--- config.mk ---
export PLATFORM = sky130hd
export DESIGN_NAME = fetch_mux_stage
export DESIGN_NICKNAME = d
export VERILOG_FILES = /design/src/rtl/fetch_mux_stage_pkg.sv /design/src/rtl/fetch_mux_stage_mux2.sv /design/src/rtl/fetch_mux_stage.sv
export SDC_FILE = /design/constraint.sdc
export NUM_CORES = 1
export LEC_CHECK = 0
export ABC_AREA = 1
export ABC_CLOCK_PERIOD_IN_PS = 1450
export CORE_UTILIZATION = 37
export CTS_CLUSTER_DIAMETER = 150
export DETAILED_ROUTE_END_ITERATION = 16
export PLACE_DENSITY = 0.86
export SLEW_MARGIN = 20
export SYNTH_ARGS = -nofsm -noshare
export SYNTH_HDL_FRONTEND = slang
export SYNTH_SLANG_ARGS = --single-unit
--- constraint.sdc ---
create_clock -name clk -period 1.45 [get_ports clk]
set_input_delay 0.145 -clock clk [delete_from_list [all_inputs] [get_ports clk]]
set_output_delay 0.145 -clock clk [all_outputs]
set_load 0.1 [all_outputs]
--- src/rtl/fetch_mux_stage_pkg.sv ---
// -----------------------------------------------------------------------------
// fetch_mux_stage_pkg
//   Core-wide constants and types shared by the fetch stage.
//   ADDR_WIDTH      : instruction address width in bits
//   addr_t          : instruction address type
//   PC_RESET_VECTOR : address the PC register takes on reset
// -----------------------------------------------------------------------------
package fetch_mux_stage_pkg;

   localparam int unsigned ADDR_WIDTH = 32;

   typedef logic [ADDR_WIDTH-1:0] addr_t;

   localparam addr_t PC_RESET_VECTOR = 32'h0000_0000;

endpackage : fetch_mux_stage_pkg

--- src/rtl/fetch_mux_stage_mux2.sv ---
// -----------------------------------------------------------------------------
// fetch_mux_stage_mux2
//   Parameterised WIDTH-bit 2:1 multiplexer, purely combinational.
//   in0 : selected when sel = 0
//   in1 : selected when sel = 1
//   sel : select
//   out : selected input, bits passed through unchanged
// -----------------------------------------------------------------------------
module fetch_mux_stage_mux2 #(
   parameter int unsigned WIDTH = fetch_mux_stage_pkg::ADDR_WIDTH
) (
   input  logic [WIDTH-1:0] in0,
   input  logic [WIDTH-1:0] in1,
   input  logic             sel,
   output logic [WIDTH-1:0] out
);

   // NOTE: every path through a combinational block assigns out; a branch
   // that skips the assignment would infer a latch.
   always_comb begin
      if (sel) begin
         out = in1;
      end else begin
         out = in0;
      end
   end

endmodule : fetch_mux_stage_mux2

--- src/rtl/fetch_mux_stage.sv ---
// -----------------------------------------------------------------------------
// fetch_mux_stage
//   Next-PC selector for the fetch stage. Chooses between the sequential
//   PC+4 result and the branch target, drives the instruction-memory address
//   combinationally and captures it into the PC register.
//
//   clk                 : clock, rising edge
//   reset               : synchronous, active-high
//   add_result          : sequential next address (PC+4)
//   branch_result       : branch target address
//   PCSrc               : 1 selects branch_result, 0 selects add_result
//   instruction_address : selected next address (combinational)
//   pc_q                : registered instruction_address
//   branch_taken_q      : registered PCSrc
// -----------------------------------------------------------------------------
module fetch_mux_stage
   import fetch_mux_stage_pkg::*;
#(
   parameter int unsigned      WIDTH        = ADDR_WIDTH,
   parameter logic [WIDTH-1:0] RESET_VECTOR = WIDTH'(PC_RESET_VECTOR)
) (
   input  logic             clk,
   input  logic             reset,
   input  logic [WIDTH-1:0] add_result,
   input  logic [WIDTH-1:0] branch_result,
   input  logic             PCSrc,
   output logic [WIDTH-1:0] instruction_address,
   output logic [WIDTH-1:0] pc_q,
   output logic             branch_taken_q
);

   // Address selection carries no state: it follows its inputs even while
   // reset is asserted.
   fetch_mux_stage_mux2 #(
      .WIDTH (WIDTH)
   ) u_next_pc_mux (
      .in0 (add_result),
      .in1 (branch_result),
      .sel (PCSrc),
      .out (instruction_address)
   );

   // NOTE: registers use non-blocking assignments so every flop samples
   // pre-edge values regardless of statement order.
   always_ff @(posedge clk) begin
      if (reset) begin
         pc_q           <= RESET_VECTOR;
         branch_taken_q <= 1'b0;
      end else begin
         pc_q           <= instruction_address;
         branch_taken_q <= PCSrc;
      end
   end

endmodule : fetch_mux_stage

# ---- Word level (Yosys, flattened, before mapping)
# Index checks and enable logic that the tools add are counted.
dict set report totals {
  register_bits 33
  in_bits 67
  wordCells 3
}
dict set report op_classes {
  mux 1
}
# op n
set ops {}
lappend ops {{$mux W32} 1}

# ---- Logic depth before layout (Yosys ltp)
# Gate-level depths: netlist of run 1.
dict set report depth {
  ltp_word 1
  ltp_mapped 6
  depth_no_buf 4
}

# ---- Modules after synthesis
# From an unflattened synthesis of run 1, not the netlist that was laid out.
dict set report unflattened {
  cells_unflattened 207
  hier_area_um2 1450.1
}
# module area_each_um2 seq_area_each_um2 cells_each instances
set by_module_without_submodules {}
lappend by_module_without_submodules {fetch_mux_stage 958.4 660.6 103 1}
lappend by_module_without_submodules {fetch_mux_stage_mux2 491.7 0.0 104 1}

# ---- Least setup slack after synthesis of run 1
# OpenSTA, ideal clock, no wires.
dict set report synth_timing {
  kind {input to output}
  from {in PCSrc}
  to {out instruction_address[0]}
  t_arrival_ns 1.138
  n_path_buf 2
  setup_slack_ns 0.167
  cell_stages 5
  cell_sequence {buf_6 > buf_2 > nand2_1 > nand2_2 > inv_1}
}
dict set report synth_via {
  elab_chain_cells 1
}
# item line
set synth_lines {}
lappend synth_lines {{start: declaration} fetch_mux_stage.sv:26} ;# input logic PCSrc,
lappend synth_lines {{$mux W32} fetch_mux_stage_mux2.sv:21} ;# if (sel) begin
lappend synth_lines {{end: declaration} fetch_mux_stage.sv:27} ;# output logic [WIDTH-1:0] instruction_address,
# Every way passes these cells.

# ---- Worst setup path in the final report of run 1
dict set report layout_timing {
  from {in PCSrc}
  to {out instruction_address[16]}
}
# Same word-level chain as after synthesis.

==> results of run 1 <==
-- what timing repair did --
item                       4_1_cts  5_1_grt
hold buffers                     0        0
gates resized for setup          6        0
setup endpoints to repair       32        0
-- final timing paths --
check,end,slack [ps],start
max,instruction_address[16],120,PCSrc
min,pc_q[23]$_SDFF_PP0_,290,reset
-- routing by layer --
layer / track usage [%] / vias up / part of all wire [%]
met2: 49.3 / 87 / 58
met4: 8.50 / 0 / 2.1
met5: 0 / - / 0
li1: - / 1023 / -
met3: 6.81 / 15 / 6.6
met1: 21.9 / 914 / 33
-- synthesized netlist by cell type (all sizes together) --
library cell  number
buf               11
dfxtp             33
inv               97
nand2             96
nor2              33
-- worst max-delay path: stages --
cell and delay, ps:
dlygate4sd2_1 380, buf_8 240, nand2_1 100, nand2_2 80
inv_1 60, buf_12 160
-- power groups by stage --
stage          sequential, mW  clock, mW  combinational [mW]
6_report                 1.02      0.654                2.17
5_1_grt                  1.03      0.719                2.24
4_1_cts                  1.02      0.675                2.18
3_5_place_dp             1.04          0                2.17
3_3_place_gp             1.04          0                2.13
2_1_floorplan            1.47          0               0.797
-- registers in the layout, indices dropped and copies added (netlist names) --
signal	flops
branch_taken_q	1
pc_q	32
-- cell usage in the layout, fill, tap and decap left out --
cell and n:
clkdlybuf4s50_1 64, dlygate4sd2_1 1, dfxtp_1 33, nor2_1 4, nand2_2 58, inv_2 1, buf_8 1, inv_1 95
clkbuf_8 5, nand2_1 38, nor2_2 29, clkbuf_1 3, buf_4 31, inv_8 1, buf_2 1, buf_12 66
-- kinds of logic (layout without fill, tap and decap cells) --
group | after synthesis | in the layout | share of synthesized area, %
buffers and inverters | 108 | 269 | 24.8
DFF | 33 | 33 | 36.5
and+or+nand+nor | 129 | 129 | 38.7
-- through the flow --
stage                     instance area, um^2  worst slack, ps  utilization, %  power, mW
after floorplan                          1810              167               -       2.27
final                                    4120              116            87.3       3.85
after global routing                     4120             66.8            87.3       3.99
after detailed placement                 4030             -222            85.3       3.22
after CTS                                4120              110            87.3       3.88
after global placement                   4030             -137            85.3       3.17
-- final cells by class --
type                            instances  share of cell area, %
Timing Repair Buffer                  164                   53.9
Multi-Input combinational cell        129                   17.0
Sequential cell                        33                   16.0
Inverter                               97                   9.02
Tap cell                               67                   2.03
Clock buffer                            8                   1.94
==> run metrics, run 1 <==
outcome finished clean; clk root buf clkbuf_8; first-pass GRT wire length 9400 um; Tmin final between 1000 and 1500 ps; Clock Tree Buf Depth 2; detailed-route DRC error count 0; Rel. slew slack 79.8%; synth warn 0; GRT overflow 0; DR WL/cell 11.8 um; Starting Density 38.4%; standard-cell rows 25; Worst Hold Class primary input to flop; count of final setup violators 0; Synth Instances 270; Req. time, crit path 1310 ps; share of cells above drive strength 1 44.8%; Fmax achieved 750 MHz; core area 4720 um^2; # fillers 237; vias per cell 4.09; largest net degree at the start of global routing 34; Net Switching ~1.7 mW; synth top area cells dfxtp_1 (36%), nand2_2 (20%), inv_1 (20%), nor2_2 (10%), nand2_1 (7.9%); via count 2039; Tightest Pin Transition 302 ps; Antenna Cells 0; HPWL after DPL 4900 um; Final TNS setup 0 ps; Finished Layout Cells 498; Sw Share 44.3%; internal power 2.14 mW; clock group share of total power 17.0%; Distinct cells, synth 11; port bufs approximately 130; worst hold margin 292 ps; die height between 70 and 80 um; Die Wd around 70 um; RSZ-0062 raised after global routing no; combinational share of power approximately 56%; Initial DRC Count 28; # placed instances 490; die area 5180 um^2; CP Data Arrival Time 1190 ps; Hold Path Cell Cnt 3; final net count 497; Multi-input gate area 702 um^2; CTS HTree Levels 2; Reg power frac approximately a quarter; # Post-CTS Setup Buffers 0; Top Ports about 130; Reg clk slew, reported paths ~60 ps; Seq. cell area 661 um^2; CTS tree built; crit-path max FO 26; Total Routing Usage GR between 20% and 30%; top cell type's share of synthesized area 36.5%; syn avg cell area 6.71 um^2; Fin. Hold Viols 0; Placer Congestion approximately 0.73; Crit Path Class primary input to output pin; area of the mapped netlist 1810 um^2; Crit. End Element output pin; cell accounting for the most synthesized area dfxtp_1; Critical Path Source Type primary input; DRT Wirelength 5880 um; initial antenna violation count 0; vias in the first global route 2150; Peak VDD IR around 0.66 mV; maxcap violations 0; TritonCTS buffer count 5; Area Growth Syn to Fin 127%; antenna-violating nets left 0; Syn Nets around 340; Synth Register Bits 33; DR pass1 iterations 4; Num Clock Sinks 33; fin. max-slew vios 0; sequential area share after synthesis 36.5%; Power Dens Cells 933 nW/um^2; fin crit share between 90% and 100%; leakage 2.19 nW
Power figures use the tool's default switching activity.
==> run 2: changes to the inputs <==
--- a/config.mk
+++ b/config.mk
@@ -8,7 +8,8 @@
 export ABC_AREA = 1
 export ABC_CLOCK_PERIOD_IN_PS = 1450
 export CORE_UTILIZATION = 37
-export CTS_CLUSTER_DIAMETER = 150
+export CTS_CLUSTER_DIAMETER = 40
+export CTS_CLUSTER_SIZE = 8
 export DETAILED_ROUTE_END_ITERATION = 16
 export PLACE_DENSITY = 0.86
 export SLEW_MARGIN = 20
==> results of run 2 <==
The final DEF is identical to that of run 1; final timing and power are the same.
==> run 3: changes to the inputs <==
--- a/config.mk
+++ b/config.mk
@@ -7,6 +7,7 @@
 export LEC_CHECK = 0
 export ABC_AREA = 1
 export ABC_CLOCK_PERIOD_IN_PS = 1450
+export CORE_ASPECT_RATIO = 1.4
 export CORE_UTILIZATION = 37
 export CTS_CLUSTER_DIAMETER = 40
 export CTS_CLUSTER_SIZE = 8
==> run 3 against run 2 <==
Against the previous run:
- sequential cell count unchanged
- setup slack better by 34 ps
- fmax increased by 2.6%
- cell count is 0.60% lower
- first-iteration DRC count grew 110%
- combinational power about the same
- clock-buffer cell count did not move
- highest routed layer unchanged
==> run metrics, run 3 (synthesis gave the netlist of run 1 again) <==
outcome finished clean; Initial DRC Count 60; Die Wd 61.1 um; share of cells above drive strength 1 between 40% and 50%; # Post-CTS Setup Buffers 0; CTS HTree Levels 2; die area around 5200 um^2; maxcap violations 0; Tightest Pin Transition 217 ps; HPWL after DPL 5660 um; first-pass GRT wire length 10700 um; critical path, cell by cell dlygate4sd2_1, inv_4, buf_4, nand2_2, nand2_2, inv_1, buf_12; Max stage delay on crit path 310 ps; Crit. End Element output pin; final net count 499; vias per cell between 4 and 5; most frequent cell on the critical path nand2_2; Placer Congestion just under 0.9; cts repair resizes 3; TritonCTS buffer count 5; Starting Density roughly two fifths; core area 4610 um^2; die height ~85 um; largest net degree at the start of global routing 34; Regs by FF count pc_q x32, branch_taken_q x1; commonest non-fill, non-tap cell in the layout inv_1; antenna-violating nets left 0; Fmax achieved 769 MHz; Area Growth Syn to Fin 128%; crit-path max FO 8; Reg with most FFs pc_q; DRT Wirelength roughly 7000 um; initial antenna violation count 0; fin crit share 89.6%; Tmin final 1300 ps; CTS Hold Buffers Added 0; Critical Path Source Type primary input; Fin. Hold Viols 0; Placement Cell Area roughly 4000 um^2; count of final setup violators 0; Reg clk slew, reported paths 60 ps; fin. max-slew vios 0; Antenna Cells 0; Req. time, crit path 1310 ps; detailed-route DRC error count 0; critical path's slowest cell dlygate4sd2_1; Total Routing Usage GR 28.6%; GRT overflow 0; Worst Hold Class primary input to flop; most frequent cells in the layout inv_1 (95), buf_12 (67), clkdlybuf4s50_1 (64); vias in the first global route 2380; Rel. slew slack 85.5%; clk root buf clkbuf_8; CP Data Arrival Time roughly 1200 ps; leakage 2.20 nW; Power Dens Cells around 940 nW/um^2; Top Ports ~130; standard-cell rows 29; number of flip-flops in the largest register 32; Peak VDD IR between 0.5 and 0.6 mV; via count 2120; Crit Path Class primary input to output pin; CTS tree built; Power Total 3.88 mW; RSZ-0062 raised after global routing no; port bufs 131; Clock Tree Buf Depth 2; Num Clock Sinks 33; DR pass1 iterations 4; DR WL/cell 13.8 um; post-route cell area 4140 um^2
## run 3: cell type report
class                   count  area, um^2
well taps                  62        77.6
flip-flops and latches     33         661
fillers                   204         470
multi-input cells         129         702
inverters                  97         367
clock buffers               8        80.1
repair buffers            166        2250
## run 3: path summary, 6_finish.rpt
check / startpoint / cells past startpoint / end / slack [ps]
worst max-delay path: PCSrc / 7 / instruction_address[5] / 150
worst min-delay path: reset / 3 / pc_q[25]$_SDFF_PP0_ / 290
## run 3: power by group
part,total (mW),internal (mW),switching (mW)
Combinational,2.20,0.838,1.36
Sequential,1.03,0.972,0.0536
Clock,0.660,0.341,0.319
Total,3.88,2.15,1.73
## run 3: metrics by stage
| step | hold WS [ps] | std cells | worst slack (ps) | util [%] | TNS (ps) |
|---|---|---|---|---|---|
| 2_1_floorplan | 354 | 270 | 167 | - | 0 |
| 3_3_place_gp | 589 | 487 | -21.5 | 87.9 | -281 |
| 3_5_place_dp | 594 | 487 | -97.5 | 87.9 | -1500 |
| 4_1_cts | 287 | 495 | 142 | 89.8 | 0 |
| 5_1_grt | 300 | 495 | 115 | 89.8 | 0 |
| 6_report | 291 | 495 | 150 | 89.8 | 0 |
## run 3: routing by layer
| layer | global-route usage [%] | vias to the layer above | part of all wire [%] |
|---|---|---|---|
| met5 | 0 | - | 0 |
| met4 | 16.7 | 0 | 4.5 |
| met3 | 7.40 | 28 | 6.0 |
| met2 | 56.5 | 99 | 61 |
| met1 | 22.8 | 962 | 29 |
| li1 | - | 1031 | - |
## run 3: critical path, delay by kind of cell
family | cells | cell delay, ps
buffers and inverters | 5 | 870
AND/OR/NAND/NOR | 2 | 130
